`config.mk`:
```
export PLATFORM = sky130hd
export DESIGN_NAME = sdr_cmd_monitor
export DESIGN_NICKNAME = d
export VERILOG_FILES = /design/src/rtl/sdr_mon_pkg.sv /design/src/rtl/sdr_bank_fsm.sv /design/src/rtl/sdr_cmd_monitor.sv
export SDC_FILE = /design/constraint.sdc
export NUM_CORES = 1
export LEC_CHECK = 0
export ABC_CLOCK_PERIOD_IN_PS = 3000
export CAP_MARGIN = 15
export CORE_UTILIZATION = 45
export DETAILED_ROUTE_END_ITERATION = 8
export PLACE_DENSITY = 0.82
export SYNTH_ARGS = -nofsm -noshare
export SYNTH_HDL_FRONTEND = slang
export SYNTH_SLANG_ARGS = --single-unit
```
`constraint.sdc`:
```
create_clock -name sdram_clk -period 3 [get_ports sdram_clk]
set_input_delay 0.6 -clock sdram_clk [delete_from_list [all_inputs] [get_ports sdram_clk]]
set_output_delay 0.6 -clock sdram_clk [all_outputs]
set_load 0.02 [all_outputs]
```
`src/rtl/sdr_mon_pkg.sv`:
```
// rtl/sdr_mon_pkg.sv - shared command, error and bank-state encodings for the SDRAM command monitor
package sdr_mon_pkg;

  localparam int TMR_W = 4;

  // Values are the raw {ras_n, cas_n, we_n} pin patterns
  typedef enum logic [2:0] {
    CMD_MRS = 3'b000,
    CMD_REF = 3'b001,
    CMD_PRE = 3'b010,
    CMD_ACT = 3'b011,
    CMD_WR  = 3'b100,
    CMD_RD  = 3'b101,
    CMD_BST = 3'b110,
    CMD_NOP = 3'b111
  } cmd_e;

  typedef enum logic [2:0] {
    ERR_NONE       = 3'd0,
    ERR_NOT_OPEN   = 3'd1,
    ERR_DOUBLE_ACT = 3'd2,
    ERR_TRCD       = 3'd3,
    ERR_TRP        = 3'd4,
    ERR_REF_BUSY   = 3'd5
  } err_e;

  typedef enum logic [1:0] {
    BS_IDLE,
    BS_ACTIVATING,
    BS_ACTIVE,
    BS_PRECHARGING
  } bank_state_e;

  function automatic cmd_e decode_cmd(input logic cs_n, input logic ras_n,
                                      input logic cas_n, input logic we_n);
    return cs_n ? CMD_NOP : cmd_e'({ras_n, cas_n, we_n});
  endfunction

endpackage

```
`src/rtl/sdr_bank_fsm.sv`:
```
// rtl/sdr_bank_fsm.sv - one SDRAM bank: state machine, tRCD/tRP timer and per-bank error detection
module sdr_bank_fsm
  import sdr_mon_pkg::*;
#(
  parameter int T_RCD = 2,
  parameter int T_RP  = 2
) (
  input  logic clk,
  input  logic rst,
  input  cmd_e cmd,
  input  logic sel,
  output err_e err,
  output logic is_open,
  output logic is_idle
);

  bank_state_e state, state_nx, eff;
  logic [TMR_W-1:0] timer, timer_nx;

  always_ff @(posedge clk) begin
    if (rst) begin
      state <= BS_IDLE;
      timer <= '0;
    end else begin
      state <= state_nx;
      timer <= timer_nx;
    end
  end

  always_comb begin
    // An expired timer completes its transition on this edge, so a command
    // arriving now is judged against the state the bank is moving into.
    eff = state;
    if (state == BS_ACTIVATING && timer == '0) eff = BS_ACTIVE;
    if (state == BS_PRECHARGING && timer == '0) eff = BS_IDLE;

    state_nx = eff;
    timer_nx = (timer != '0) ? timer - TMR_W'(1) : '0;
    err      = ERR_NONE;

    if (sel) begin
      case (cmd)
        CMD_ACT: begin
          if (eff == BS_ACTIVATING || eff == BS_ACTIVE) err = ERR_DOUBLE_ACT;
          else if (eff == BS_PRECHARGING)               err = ERR_TRP;
          state_nx = BS_ACTIVATING;
          timer_nx = TMR_W'(T_RCD - 1);
        end
        CMD_RD, CMD_WR: begin
          if (eff == BS_IDLE || eff == BS_PRECHARGING) err = ERR_NOT_OPEN;
          else if (eff == BS_ACTIVATING)               err = ERR_TRCD;
        end
        CMD_PRE: begin
          if (eff != BS_IDLE) begin
            state_nx = BS_PRECHARGING;
            timer_nx = TMR_W'(T_RP - 1);
          end
        end
        default: ;
      endcase
    end
  end

  assign is_open = (state == BS_ACTIVE);
  assign is_idle = (eff == BS_IDLE);

endmodule

```
`src/rtl/sdr_cmd_monitor.sv`:
```
// rtl/sdr_cmd_monitor.sv - SDRAM command decoder, per-bank protocol checker and saturating command counters
module sdr_cmd_monitor
  import sdr_mon_pkg::*;
#(
  parameter int NUM_BANKS = 4,
  parameter int CNT_W     = 16,
  parameter int T_RCD     = 2,
  parameter int T_RP      = 2
) (
  input  logic                         sdram_clk,
  input  logic                         wb_rst_i,
  input  logic                         sdr_cs_n,
  input  logic                         sdr_ras_n,
  input  logic                         sdr_cas_n,
  input  logic                         sdr_we_n,
  input  logic [$clog2(NUM_BANKS)-1:0] sdr_ba,
  input  logic                         sdr_a10,
  input  logic                         clr_cnt,
  output logic                         cmd_valid,
  output logic [2:0]                   cmd_code,
  output logic [$clog2(NUM_BANKS)-1:0] cmd_bank,
  output logic [CNT_W-1:0]             act_cnt,
  output logic [CNT_W-1:0]             rd_cnt,
  output logic [CNT_W-1:0]             wr_cnt,
  output logic [CNT_W-1:0]             ref_cnt,
  output logic [CNT_W-1:0]             err_cnt,
  output logic [NUM_BANKS-1:0]         bank_open,
  output logic                         err_valid,
  output logic [2:0]                   err_code
);

  localparam int BA_W = $clog2(NUM_BANKS);
  localparam logic [CNT_W-1:0] CNT_MAX = '1;

  cmd_e                 cmd;
  err_e                 err;
  err_e                 bank_err [NUM_BANKS];
  logic [NUM_BANKS-1:0] sel;
  logic [NUM_BANKS-1:0] idle;

  assign cmd = decode_cmd(sdr_cs_n, sdr_ras_n, sdr_cas_n, sdr_we_n);

  for (genvar i = 0; i < NUM_BANKS; i++) begin : g_bank
    // a10 on PRE widens the target to every bank
    assign sel[i] = (sdr_ba == BA_W'(i)) || (cmd == CMD_PRE && sdr_a10);

    sdr_bank_fsm #(
      .T_RCD(T_RCD),
      .T_RP (T_RP)
    ) u_bank (
      .clk    (sdram_clk),
      .rst    (wb_rst_i),
      .cmd    (cmd),
      .sel    (sel[i]),
      .err    (bank_err[i]),
      .is_open(bank_open[i]),
      .is_idle(idle[i])
    );
  end

  always_comb begin
    err = ERR_NONE;
    if (cmd == CMD_REF || cmd == CMD_MRS) begin
      if (!(&idle)) err = ERR_REF_BUSY;
    end else begin
      err = bank_err[sdr_ba];
    end
  end

  always_ff @(posedge sdram_clk) begin
    if (wb_rst_i) begin
      cmd_valid <= 1'b0;
      cmd_code  <= '0;
      cmd_bank  <= '0;
      err_valid <= 1'b0;
      err_code  <= '0;
    end else begin
      cmd_valid <= (cmd != CMD_NOP);
      cmd_code  <= (cmd != CMD_NOP) ? 3'(cmd) : 3'd0;
      cmd_bank  <= (cmd != CMD_NOP) ? sdr_ba : '0;
      err_valid <= (err != ERR_NONE);
      err_code  <= 3'(err);
    end
  end

  always_ff @(posedge sdram_clk) begin
    if (wb_rst_i || clr_cnt) begin
      act_cnt <= '0;
      rd_cnt  <= '0;
      wr_cnt  <= '0;
      ref_cnt <= '0;
      err_cnt <= '0;
    end else begin
      if (cmd == CMD_ACT && act_cnt != CNT_MAX) act_cnt <= act_cnt + CNT_W'(1);
      if (cmd == CMD_RD  && rd_cnt  != CNT_MAX) rd_cnt  <= rd_cnt  + CNT_W'(1);
      if (cmd == CMD_WR  && wr_cnt  != CNT_MAX) wr_cnt  <= wr_cnt  + CNT_W'(1);
      if (cmd == CMD_REF && ref_cnt != CNT_MAX) ref_cnt <= ref_cnt + CNT_W'(1);
      if (err != ERR_NONE && err_cnt != CNT_MAX) err_cnt <= err_cnt + CNT_W'(1);
    end
  end

endmodule

```
## After elaboration in Yosys (flattened, before gate mapping)

Cells that the tools add are included.

| storage, ports and cells | value |
|---|---|
| register bits | 114 |
| bits in latches | 0 |
| RAM bits | 0 |
| memory bits (read-only) | 0 |
| input port bits | 10 |
| output and inout bits | 94 |
| word-level logic and storage cells | 184 |
| memories kept | 0 |

| cells by class | value |
|---|---|
| $add $sub $neg | 9 |
| $mul | 0 |
| div/mod/pow operators | 0 |
| magnitude comparators | 1 |
| equality and inequality tests | 38 |
| shifts and indexed selects | 0 |
| multiplexer cells | 66 |
| bitwise operators | 2 |
| reductions and logical operators | 50 |

Operators with widths:

| kind | number |
|---|---|
| $add 16x1->16 const B | 5 |
| $ne 16x16->1 const B | 5 |
| $mux 3 | 21 |
| $mux 4 | 12 |
| $mux 2 | 20 |
| $eq 2x2->1 const B | 18 |
| $pmux 4 s2 | 4 |
| $pmux 3 s2 | 4 |
| $eq 2x1->1 const B | 9 |
| $logic_not 4->1 | 4 |
| $pmux 2 s2 | 4 |
| $reduce_bool 4->1 | 4 |
| $sub 4x1->4 const B | 4 |
| $logic_and 1x1->1 | 14 |
| $logic_or 1x1->1 | 14 |
| $logic_not 2->1 | 5 |
| $reduce_bool 2->1 | 4 |
| $bmux 3 s2 | 1 |
| $eq 3x2->1 const B | 2 |
| $eq 3x3->1 const B | 2 |
| $reduce_and 4->1 | 1 |
| $reduce_or 2->1 | 2 |
| $eq 3x1->1 const B | 1 |
| $ge 3x3->1 const B | 1 |
| other kinds (5) | 5 |

## Depth between registers and ports, before layout

Gate-level depths: netlist of run 1.

| depth | value |
|---|---|
| depth after elaboration | 15 |
| mapped depth | 11 |
| mapped depth without buffers | 9 |

## Hierarchy

From an unflattened synthesis of run 1, not the netlist that was laid out.

| second synthesis, totals | value |
|---|---|
| cell total of the unflattened synthesis | 678 |
| area total of the unflattened synthesis | 5878.1 µm² |

By module, submodules not included:

| module | instances | cells each | area an instance (µm²) | sequential area each (µm²) |
|---|---|---|---|---|
| sdr_cmd_monitor | 1 | 498 | 4356.7 | 1801.7 |
| sdr_bank_fsm | 4 | 45 | 380.4 | 120.1 |

## Least setup slack after synthesis of run 1

Ideal clock, no wire load.

| path | value |
|---|---|
| path kind | in2reg |
| start point | input port sdr_cs_n |
| end point | register err_cnt[11] |
| library setup time | 0.072 ns |
| arrival | 2.424 ns |
| data required time | 2.928 ns |
| setup slack | 0.505 ns |
| stages on the path | 9 |
| buffers on the path | 2 |
| cells stage by stage | clkbuf_1 nor2_1 nand2_1 or4_1 o311a_1 and4_4 buf_6 or4_1 a21oi_1 |

| on the way | value |
|---|---|
| word-level cells in the longest chain between the ends | 11 |
| elaborated cells between the ends (all ways) | 28 |
| those cells by class | 5 x eq/ne; 13 x mux; 10 x reduce/logical |

Ends and longest elaborated chain:

| item | RTL line | text |
|---|---|---|
| from (decl) | sdr_cmd_monitor.sv:12 | `input logic sdr_cs_n,` |
| $mux 3 * | sdr_mon_pkg.sv:36 | `return cs_n ? CMD_NOP : cmd_e'({ras_n, cas_n, we_n});` |
| $eq 3x3->1 / $eq 3x2->1 (equally long branches) | sdr_bank_fsm.sv:42, sdr_cmd_monitor.sv:45 |  |
| $reduce_or 2->1 / $logic_and 1x1->1 (equally long branches) | sdr_bank_fsm.sv:42, sdr_cmd_monitor.sv:45 |  |
| $pmux 3 s2 / $logic_or 1x1->1 (equally long branches) | sdr_bank_fsm.sv:42, sdr_cmd_monitor.sv:45 |  |
| $mux 3 | sdr_bank_fsm.sv:41 | `if (sel) begin` |
| $bmux 3 s2 | sdr_cmd_monitor.sv:66 | `err = bank_err[sdr_ba];` |
| $mux 3 (implied by the code) (2 in a row) | sdr_cmd_monitor.sv:66 |  |
| $mux 3 * | sdr_cmd_monitor.sv:63 | `if (cmd == CMD_REF \|\| cmd == CMD_MRS) begin` |
| $reduce_bool 3->1 * | sdr_cmd_monitor.sv:98 | `if (err != ERR_NONE && err_cnt != CNT_MAX) err_cnt <= err_cnt + CNT_W'(1);` |
| $logic_and 1x1->1 * | sdr_cmd_monitor.sv:98 |  |
| to (signal assigned) | sdr_cmd_monitor.sv:98 |  |
| to (decl) | sdr_cmd_monitor.sv:26 | `output logic [CNT_W-1:0] err_cnt,` |

Mark *: on every way between the ends. The rest lies on a longest branch, timed or not. The select of a mux whose other input is x is not followed.
A chain may end at the register's enable or synchronous reset.

## Final worst setup path of run 1

| path | value |
|---|---|
| start point | register g_bank[3].u_bank.state[1] |
| end point | register err_cnt[2] |

| on the way | value |
|---|---|
| word-level cells in the longest chain between the ends | 15 |
| elaborated cells between the ends (all ways) | 26 |
| those cells by class | 5 x eq/ne; 13 x mux; 8 x reduce/logical |

Ends and longest elaborated chain:

| item | RTL line | text |
|---|---|---|
| from (decl) | sdr_bank_fsm.sv:17 | `bank_state_e state, state_nx, eff;` |
| from (signal assigned) | sdr_bank_fsm.sv:25 | `state <= state_nx;` |
| $eq 2x1->1 | sdr_bank_fsm.sv:34 | `if (state == BS_ACTIVATING && timer == '0) eff = BS_ACTIVE;` |
| $logic_and 1x1->1 | sdr_bank_fsm.sv:34 |  |
| $mux 2 | sdr_bank_fsm.sv:34 |  |
| $mux 2 * | sdr_bank_fsm.sv:35 | `if (state == BS_PRECHARGING && timer == '0) eff = BS_IDLE;` |
| $eq 2x1->1, or another cell as far along | sdr_bank_fsm.sv:44, sdr_bank_fsm.sv:51 |  |
| $mux 2, or another cell as far along | sdr_bank_fsm.sv:51 | `else if (eff == BS_ACTIVATING) err = ERR_TRCD;` |
| $mux 3, on equally long branches | sdr_bank_fsm.sv:50, sdr_bank_fsm.sv:44 |  |
| $pmux 3 s2 | sdr_bank_fsm.sv:42 | `case (cmd)` |
| $mux 3 | sdr_bank_fsm.sv:41 |  |
| $bmux 3 s2 | sdr_cmd_monitor.sv:66 |  |
| $mux 3 (implied by the code) (2 in a row) | sdr_cmd_monitor.sv:66 |  |
| $mux 3 * | sdr_cmd_monitor.sv:63 |  |
| $reduce_bool 3->1 * | sdr_cmd_monitor.sv:98 |  |
| $logic_and 1x1->1 * | sdr_cmd_monitor.sv:98 |  |

Marked as above.

==> metrics.yaml, run 1 <==
routing:
  wl_met2_um: 6850
  drtPass1Iterations: 5
  final_antenna_net_count: 0
  top_layer_used: "met4"
  viasPerCell: 5.43
  met1_length_um: 6580
  wl_met3_um: 696
  drt_wl_total_um: 14400
  drc: 0
  wl_per_cell_um: 15.0
  first_iter_violations: 242
  routed-via-count: 5203
sta:
  fin_skew_ps: 5.71
  fin_crit_ps: 2630
  finalHoldViolCount: 0
  worst_slack_ps: 373
  slew_headroom_pct: 45.0
  max_freq_mhz: 381
  rsz0062_at_grt: "false"
  totalNegativeSetupSlack_ps: 0
  holdWs_ps: 495
  fin_crit_sh_pct: 87.6
  slew_violations: 0
  setup_violations: 0
  worstMarginPinSlew_ps: 819
global_routing:
  grt_pass1_vias: 4865
  grt_pass1_wl_um: 23100
  grt_max_degree: 77
  grt.total_usage_pct: 22.6
  grt-ovfl-total: 0
  antenna_found_initial: 0
yosys:
  synth.distinct_cells: 65
  synth_top_area_share_pct: 40.7
  synth-seq-area-share_pct: 40.7
  ys_warn_count: 0
  netlist_area_mm2: 0.00561
  synthesis.instances: 657
  avgSynthCellArea_um2: 8.54
  synthFlopType: "dfxtp_1"
  synth_area_leaders: "dfxtp_1 41%, nor2_1 7.1%, xor2_1 5.5%"
  synth_edf_count: 0
  syn_nets: 684
  async_reset_ff_share_pct: 0
  ys_ff_latch: 114
  yosys.area.top_type: "dfxtp_1"
setup_path:
  cp_top_family: "simple AND/OR/NAND/NOR gates"
  crit_chain: "inv_1 -> ha_1 -> or2_2 -> a21oi_1 -> a311oi_1 -> o311a_1 -> and4_4 -> buf_12 -> or3_1 -> a21oi_2"
  worst-r2r-cell-count: 10
  critPathLaunch: "g_bank[3].u_bank.state[1]$_SDFF_PP0_"
  worstSetupStartpointType: "flip-flop"
  cp.required_ps: 3340
  cp_slowest_cell: "dfxtp_1"
  max_stage_delay_ps: 440
  path_class: "flip-flop to flip-flop"
  r2r_start: "g_bank[3].u_bank.state[1]$_SDFF_PP0_"
  crit_buf_inv: 2
  crit_path_end_kind: "flip-flop"
  crit_arrival_ps: 2970
  crit_cells: 10
  cp_max_fo: 18
cells_and_area:
  area_growth_pct: 34.3
  nets: 804
  drive_above_1_share_pct: 10.8
  final_cells: 958
  final_area_mm2: 0.00753
  antennaDiodeCount: 0
  final_common_cell: "dfxtp_1"
  layout_common_cells: "114 x dfxtp_1, 106 x nor2_1, 103 x clkdlybuf4s50_1"
clock_tree:
  numCtsBuffers: 17
  cts.sinks: 114
  ctsHoldBuffers: 0
  htreeDepth: 4
  clk_latency_ps: 420
  clkTransAtPathRegs_ps: 50
  clock_path_buffers: 2
  tritoncts: "built"
  cts_resized: 0
  cts_setup_buffers: 0
  ctsRootBufferMaster: "clkbuf_16"
job:
  maxCapViolCount: 0
die:
  start_util_pct: 46.5
  die_area_mm2: 0.0129
  die_y_um: 114
  coreArea_mm2: 0.0121
  die_x_um: 114
  rows: 40
  pin_count: 104
power_and_ir_drop:
  p_per_area_mw_per_mm2: 510
  p_leak_nw: 2.68
  peakVddDrop_mv: 0.472
worst_hold_path:
  hold_class: "flip-flop to flip-flop"
  holdPathStages: 2
  min_from: "err_cnt[14]$_SDFFE_PP0P_"
place:
  place_area_mm2: 0.00691
  post-place-ws_ps: -10.3
  io_buffers: 103
  dp_hpwl_um: 10100
  gp_congestion: 0.908
  dp_cells: 926
outcome:
  status: "finished, final reports clean"
Yosys cell counts, drive strengths merged (5+ instances only):
cell type    n
dfxtp      114
nor2       106
nand2       47
a21oi       45
xor2        35
o21ai       31
nand3       26
inv         19
nand4       19
or3         19
clkbuf      17
ha          17
and3        16
xnor2       16
or4         11
buf         10
o31ai       10
nor3         9
nor4         9
a31oi        7
or2          7
and4         6
and2         5
mux2i        5
nor2b        5
routing by layer:
layer | vias up | global-route usage, %
met1 | 2450 | 28.3
met3 | 25 | 5.84
li1 | 2580 | -
met5 | - | 0
met4 | 0 | 9.56
met2 | 148 | 36.8
final cells by class:
type | instances | area [um2]
Inverter | 19 | 71.3
Sequential cell | 114 | 2280
Tap cell | 168 | 210
Timing Repair Buffer | 128 | 1230
Multi-Input combinational cell | 497 | 3110
Fill cell | 994 | 4530
Clock buffer | 22 | 474
Clock inverter | 10 | 155
worst paths after layout:
kind | slack [ps] | to
hold / removal | 500 | err_cnt[14]$_SDFFE_PP0P_
setup / recovery | 370 | err_cnt[2]$_SDFFE_PP0P_
hold reg to reg | 500 | err_cnt[14]$_SDFFE_PP0P_
setup reg to reg | 370 | err_cnt[2]$_SDFFE_PP0P_
flip-flops by register name, indices dropped and copies added (netlist names), 2 cells and up:
| register | count |
|---|---|
| act_cnt | 16 |
| err_cnt | 16 |
| g_bank.u_bank.timer | 16 |
| rd_cnt | 16 |
| ref_cnt | 16 |
| wr_cnt | 16 |
| g_bank.u_bank.state | 8 |
| cmd_code | 3 |
| err_code | 3 |
| cmd_bank | 2 |
through the flow:
| step | utilization, % | total power (W) |
|---|---|---|
| 6_report | 62.5 | 0.00384 |
| 5_1_grt | 62.5 | 0.00395 |
| 4_1_cts | 62.5 | 0.00386 |
| 3_5_place_dp | 57.3 | 0.00173 |
| 3_3_place_gp | 57.3 | 0.00173 |
| 2_1_floorplan | - | 0.00166 |
worst reg2reg max path, delay by kind of cell (launching register included):
family | cells | cell delay [ps]
flops | 1 | 440
fa+ha+maj | 1 | 220
buf+inv | 2 | 270
simple gates | 3 | 900
compound gates | 4 | 720
power by group:
part / internal, W / switching [W] / leakage [nW]
registers: 0.00152 / 0.00000735 / 0.919
logic: 0.0000685 / 0.0000987 / 1.45
clock network: 0.00145 / 0.000695 / 0.306
total: 0.00304 / 0.000801 / 2.68
logic make-up after synthesis:
logic type	count (synthesis)	share of synthesized area, %
AND/OR/NAND/NOR	297	27.4
multiplexers	6	1.29
buffers and inverters	46	3.86
adder cells (fa/ha/maj)	17	3.79
XOR/XNOR	51	7.96
flip-flops	114	40.7
AO/OA/AOI/OAI	126	15.0
(Power assumes the default switching activity.)
==> run 2: changes to the inputs <==
--- a/config.mk
+++ b/config.mk
@@ -10,6 +10,7 @@
 export CORE_UTILIZATION = 45
 export DETAILED_ROUTE_END_ITERATION = 8
 export PLACE_DENSITY = 0.82
+export RECOVER_POWER = 100
 export SYNTH_ARGS = -nofsm -noshare
 export SYNTH_HDL_FRONTEND = slang
 export SYNTH_SLANG_ARGS = --single-unit
==> run 2 against run 1 <==
Final cell count unchanged. Sequential share of layout area about the same. Global-route usage unchanged. Largest power group unchanged. Total power down 0.15%.
==> metrics.yaml, run 2 (same netlist as run 1, synthesis figures left out) <==
power_and_ir_drop:
  p_leak_nw: 3.00
  peakVddDrop_mv: 0.473
  p_per_area_mw_per_mm2: 510
cells_and_area:
  antennaDiodeCount: 0
  area_growth_pct: 34.2
  drive_above_1_share_pct: 10.5
  final_area_mm2: 0.00752
  layout_common_cells: "114 x dfxtp_1, 106 x nor2_1, 97 x dlygate4sd3_1"
  final_common_cell: "dfxtp_1"
  nets: 804
  fillCellCount: 996
sta:
  slew_violations: 0
  fin_crit_sh_pct: 90.4
  finalHoldViolCount: 0
  worst_slack_ps: 288
  setup_violations: 0
  rsz0062_at_grt: "false"
  max_freq_mhz: 369
  fin_skew_ps: 8.39
  totalNegativeSetupSlack_ps: 0
  slew_headroom_pct: 3.63
  worstMarginPinSlew_ps: 1450
  fin_crit_ps: 2710
job:
  maxCapViolCount: 0
place:
  io_buffers: 103
  place_area_mm2: 0.00691
  gp_congestion: 0.908
  post-place-ws_ps: -10.3
  dp_hpwl_um: 10100
global_routing:
  grt_max_degree: 77
  grt-ovfl-total: 0
  grt_pass1_vias: 4865
  grt.total_usage_pct: 22.6
  antenna_found_initial: 0
  grt_pass1_wl_um: 23100
setup_path:
  crit_chain: "dlygate4sd3_1 -> nor3b_1 -> buf_4 -> o211a_1 -> a311oi_1 -> o311a_1 -> and4_4 -> buf_12 -> or3_1 -> a21oi_2"
  max_stage_delay_ps: 640
  crit_arrival_ps: 2950
  path_class: "input port to flip-flop"
  cp_top_family: "buffers and inverters"
  crit_path_end_kind: "flip-flop"
  cp.required_ps: 3240
  crit_buf_inv: 3
  cp_max_fo: 18
  cp_slowest_cell: "dlygate4sd3_1"
  worstSetupStartpointType: "input port"
clock_tree:
  clk_latency_ps: 420
  ctsHoldBuffers: 0
  tritoncts: "built"
  cts_resized: 0
  cts_setup_buffers: 0
  clkTransAtPathRegs_ps: 50
  htreeDepth: 4
  numCtsBuffers: 17
  cts.sinks: 114
  clock_path_buffers: 2
  ctsRootBufferMaster: "clkbuf_16"
routing:
  drt_wl_total_um: 14400
  final_antenna_net_count: 0
  routed-via-count: 5227
  drc: 0
  drtPass1Iterations: 5
  wl_per_cell_um: 15.0
  first_iter_violations: 282
  viasPerCell: 5.46
die:
  rows: 40
  die_area_mm2: 0.0129
  die_x_um: 114
  die_y_um: 114
  pin_count: 104
  start_util_pct: 46.5
  coreArea_mm2: 0.0121
worst_hold_path:
  hold_class: "flip-flop to flip-flop"
outcome:
  status: "finished, final reports clean"
run 2: area by class of cell:
cell class,instances,area [um2],area share (%)
sequential,114,2280,30.3
tap,168,210,2.79
clock inverter,10,155,2.06
timing repair buffer,128,1220,16.2
multi-input combinational,497,3110,41.3
clock buffer,22,474,6.30
inverter,19,71.3,0.948
run 2: path summary, 6_finish.rpt:
kind | end | cells after the start | startpoint | slack, ps
setup / recovery | err_cnt[2]$_SDFFE_PP0P_ | 10 | sdr_ras_n | 290
hold / removal | err_cnt[5]$_SDFFE_PP0P_ | 2 | err_cnt[5]$_SDFFE_PP0P_ | 500
setup reg to reg | err_cnt[2]$_SDFFE_PP0P_ | 10 | g_bank[3].u_bank.state[1]$_SDFF_PP0_ | 370
hold reg to reg | err_cnt[5]$_SDFFE_PP0P_ | 2 | err_cnt[5]$_SDFFE_PP0P_ | 500
run 2: metrics by stage:
step	hold WS [ps]	cells	util [%]	total power, W
floorplan	466	657	-	0.00166
global placement	481	926	57.3	0.00173
detailed placement	483	926	57.3	0.00173
CTS	493	958	62.5	0.00386
global route	518	958	62.4	0.00394
finish	496	958	62.4	0.00384
run 2: power breakdown:
part	internal [W]	switching (W)
Clock	0.00145	0.000695
Combinational	0.0000635	0.0000983
Sequential	0.00152	0.00000703
Total	0.00304	0.000800
run 2: worst reg2reg max path, cell delays in order, from the launching register on:
cell and delay, ps:
dfxtp_1 440, inv_1 100, ha_1 220, or2_2 300, a21oi_1 270, a311oi_1 160
o311a_1 150, and4_4 220, buf_12 170, or3_1 380, a21oi_2 140
run 2: metal layers:
layer | track usage [%] | vias to the layer above | wire length, um
li1 | - | 2578 | -
met1 | 28.3 | 2473 | 6470
met2 | 36.8 | 156 | 6910
met3 | 5.84 | 20 | 756
met4 | 9.56 | 0 | 216
met5 | 0 | - | 0
==> run 3: changes to the inputs <==
--- a/config.mk
+++ b/config.mk
@@ -9,7 +9,7 @@
 export CAP_MARGIN = 15
 export CORE_UTILIZATION = 45
 export DETAILED_ROUTE_END_ITERATION = 8
-export PLACE_DENSITY = 0.82
+export PLACE_DENSITY = 0.7
 export RECOVER_POWER = 100
 export SYNTH_ARGS = -nofsm -noshare
 export SYNTH_HDL_FRONTEND = slang
==> run 3 against run 2 <==
Sequential share of layout area grew 0.43 points. Count of clock-buffer cells in the layout up 1. Die area unchanged. Clock skew up 0.86 ps. Largest cell class unchanged.
==> metrics.yaml, run 3 (same netlist as run 1, synthesis figures left out) <==
outcome:
  status: "finished, final reports clean"
cells_and_area:
  final_area_mm2: 0.00742
  final_common_cell: "dfxtp_1"
  multi_input_area_mm2: 0.00310
  drive_above_1_share_pct: 8.66
  layout_common_cells: "114 x dfxtp_1, 106 x nor2_1, 96 x dlygate4sd3_1"
  nets: 811
  fillCellCount: 1084
  area_growth_pct: 32.3
  seq_area_mm2: 0.00228
  antennaDiodeCount: 0
  post-route-util_pct: 61.5
place:
  dp_hpwl_um: 10000
  post-place-ws_ps: -11.9
  io_buffers: 103
  gp_congestion: 0.894
  place_area_mm2: 0.00695
global_routing:
  grt.total_usage_pct: 22.9
  grt_pass1_wl_um: 23400
  grt_use_met1_pct: 29.0
  top_usage_layer: "met2"
  grt-ovfl-total: 0
  met2_usage_pct: 37.2
  grtUsageMet3_pct: 6.43
  grt_pass1_vias: 5008
  grt_max_degree: 77
  antenna_found_initial: 0
setup_path:
  cp.required_ps: 3330
  worstSetupStartpointType: "flip-flop"
  crit_path_end_kind: "flip-flop"
  max_stage_delay_ps: 610
  crit_chain: "or4_1 -> o211a_1 -> a311oi_1 -> o311a_1 -> and4_4 -> clkbuf_1 -> buf_4 -> o21ai_2 -> a21oi_1"
  r2r_end: "err_cnt[2]$_SDFFE_PP0P_"
  critPathLaunch: "g_bank[1].u_bank.timer[0]$_SDFF_PP0_"
  crit_buf_inv: 2
  path_class: "flip-flop to flip-flop"
  r2r_slack_ps: 280
  worst-r2r-cell-count: 9
  cp_slowest_cell: "or4_1"
  crit_cells: 9
  crit_arrival_ps: 3050
  r2r_start: "g_bank[1].u_bank.timer[0]$_SDFF_PP0_"
  cp_max_fo: 22
  cp_top_family: "simple AND/OR/NAND/NOR gates"
  worst_setup_path_endpoint: "err_cnt[2]$_SDFFE_PP0P_"
die:
  die_x_um: 114
  pin_count: 104
  rows: 40
  die_y_um: 114
  die_area_mm2: 0.0129
  coreArea_mm2: 0.0121
  start_util_pct: 46.5
sta:
  worst_slack_ps: 281
  fin_skew_ps: 9.25
  rsz0062_at_grt: "false"
  slew_violations: 0
  worstMarginPinSlew_ps: 1120
  fin_crit_sh_pct: 90.6
  finalHoldViolCount: 0
  fin_crit_ps: 2720
  max_freq_mhz: 368
  setup_violations: 0
  totalNegativeSetupSlack_ps: 0
  slew_headroom_pct: 25.2
routing:
  drtPass1Iterations: 4
  final_antenna_net_count: 0
  first_iter_violations: 243
  drt_wl_total_um: 14000
  wl_per_cell_um: 14.5
  drc: 0
  routed-via-count: 5184
  viasPerCell: 5.37
power_and_ir_drop:
  p_per_area_mw_per_mm2: 482
  power_frac_clock_pct: 52.7
  p_leak_nw: 2.93
  seq_power_share_pct: 42.9
  peakVddDrop_mv: 0.328
  switching_share_pct: 22.1
  internal-power_w: 0.00278
  power_frac_comb_pct: 4.5
  switchingPower_w: 0.000789
clock_tree:
  tritoncts: "built"
  cts.sinks: 114
  cts_resized: 0
  clkTransAtPathRegs_ps: 50
  clock_path_buffers: 2
  cts_setup_buffers: 0
  clk_latency_ps: 410
  numCtsBuffers: 17
  htreeDepth: 4
  ctsHoldBuffers: 0
  ctsRootBufferMaster: "clkbuf_16"
job:
  maxCapViolCount: 0
worst_hold_path:
  hold_class: "flip-flop to flip-flop"
-- run 3: cell count changes in the layout (fill, tap and decap cells not counted), moves of 2 or more --
| cell | change |
|---|---|
| clkbuf_1 | +18 |
| buf_4 | -9 |
| a21oi_2 | -2 |
| bufinv_16 | -3 |
| a21oi_1 | +2 |
-- run 3: worst min-delay path by stage --
stage / start / endpoint / slack (ps) / depth (start not counted)
2_1_floorplan: g_bank[3].u_bank.timer[3]$_SDFF_PP0_ / g_bank[3].u_bank.timer[3]$_SDFF_PP0_ / 470 / 2
3_3_place_gp: g_bank[3].u_bank.timer[3]$_SDFF_PP0_ / g_bank[3].u_bank.timer[3]$_SDFF_PP0_ / 480 / 2
3_5_place_dp: err_cnt[14]$_SDFFE_PP0P_ / err_cnt[14]$_SDFFE_PP0P_ / 480 / 2
4_1_cts: err_cnt[14]$_SDFFE_PP0P_ / err_cnt[14]$_SDFFE_PP0P_ / 490 / 2
5_1_grt: err_cnt[14]$_SDFFE_PP0P_ / err_cnt[14]$_SDFFE_PP0P_ / 520 / 2
6_report: err_cnt[14]$_SDFFE_PP0P_ / err_cnt[14]$_SDFFE_PP0P_ / 490 / 2
-- run 3: routing by layer --
layer  share of wire [%]  routed length [um]  vias up
li1                    -                   -     2593
met2                  47                6590      115
met1                  47                6520     2458
met3                 4.9                 692       18
met4                 1.4                 193        0
met5                   0                   0        -
-- run 3: power by group through the flow --
stage | logic (W) | registers, W | clock network (W)
6_report | 0.000160 | 0.00153 | 0.00188
5_1_grt | 0.000174 | 0.00153 | 0.00200
4_1_cts | 0.000170 | 0.00153 | 0.00193
3_5_place_dp | 0.000169 | 0.00156 | 0
3_3_place_gp | 0.000167 | 0.00156 | 0
2_1_floorplan | 0.0000939 | 0.00157 | 0
-- run 3: per-stage QoR --
step	power (W)	std cells	hold slack (ps)
finish	0.00357	965	489
global route	0.00370	965	521
CTS	0.00363	965	492
detailed placement	0.00173	933	476
global placement	0.00173	933	479
floorplan	0.00166	657	466
-- run 3: worst register-to-register path: cells and delay by family (launching register included) --
kind	cells	cell delay [ps]
simple gates	2	990
compound gates	5	980
flops	1	370
buf+inv	2	320
-- run 3: area by class of cell --
class                      count  area share [%]
sequential                   114            30.8
tap                          168            2.83
clock buffer                  23            6.44
multi-input combinational    497            41.7
inverter                      19           0.961
clock inverter                 9            1.08
timing repair buffer         135            16.2
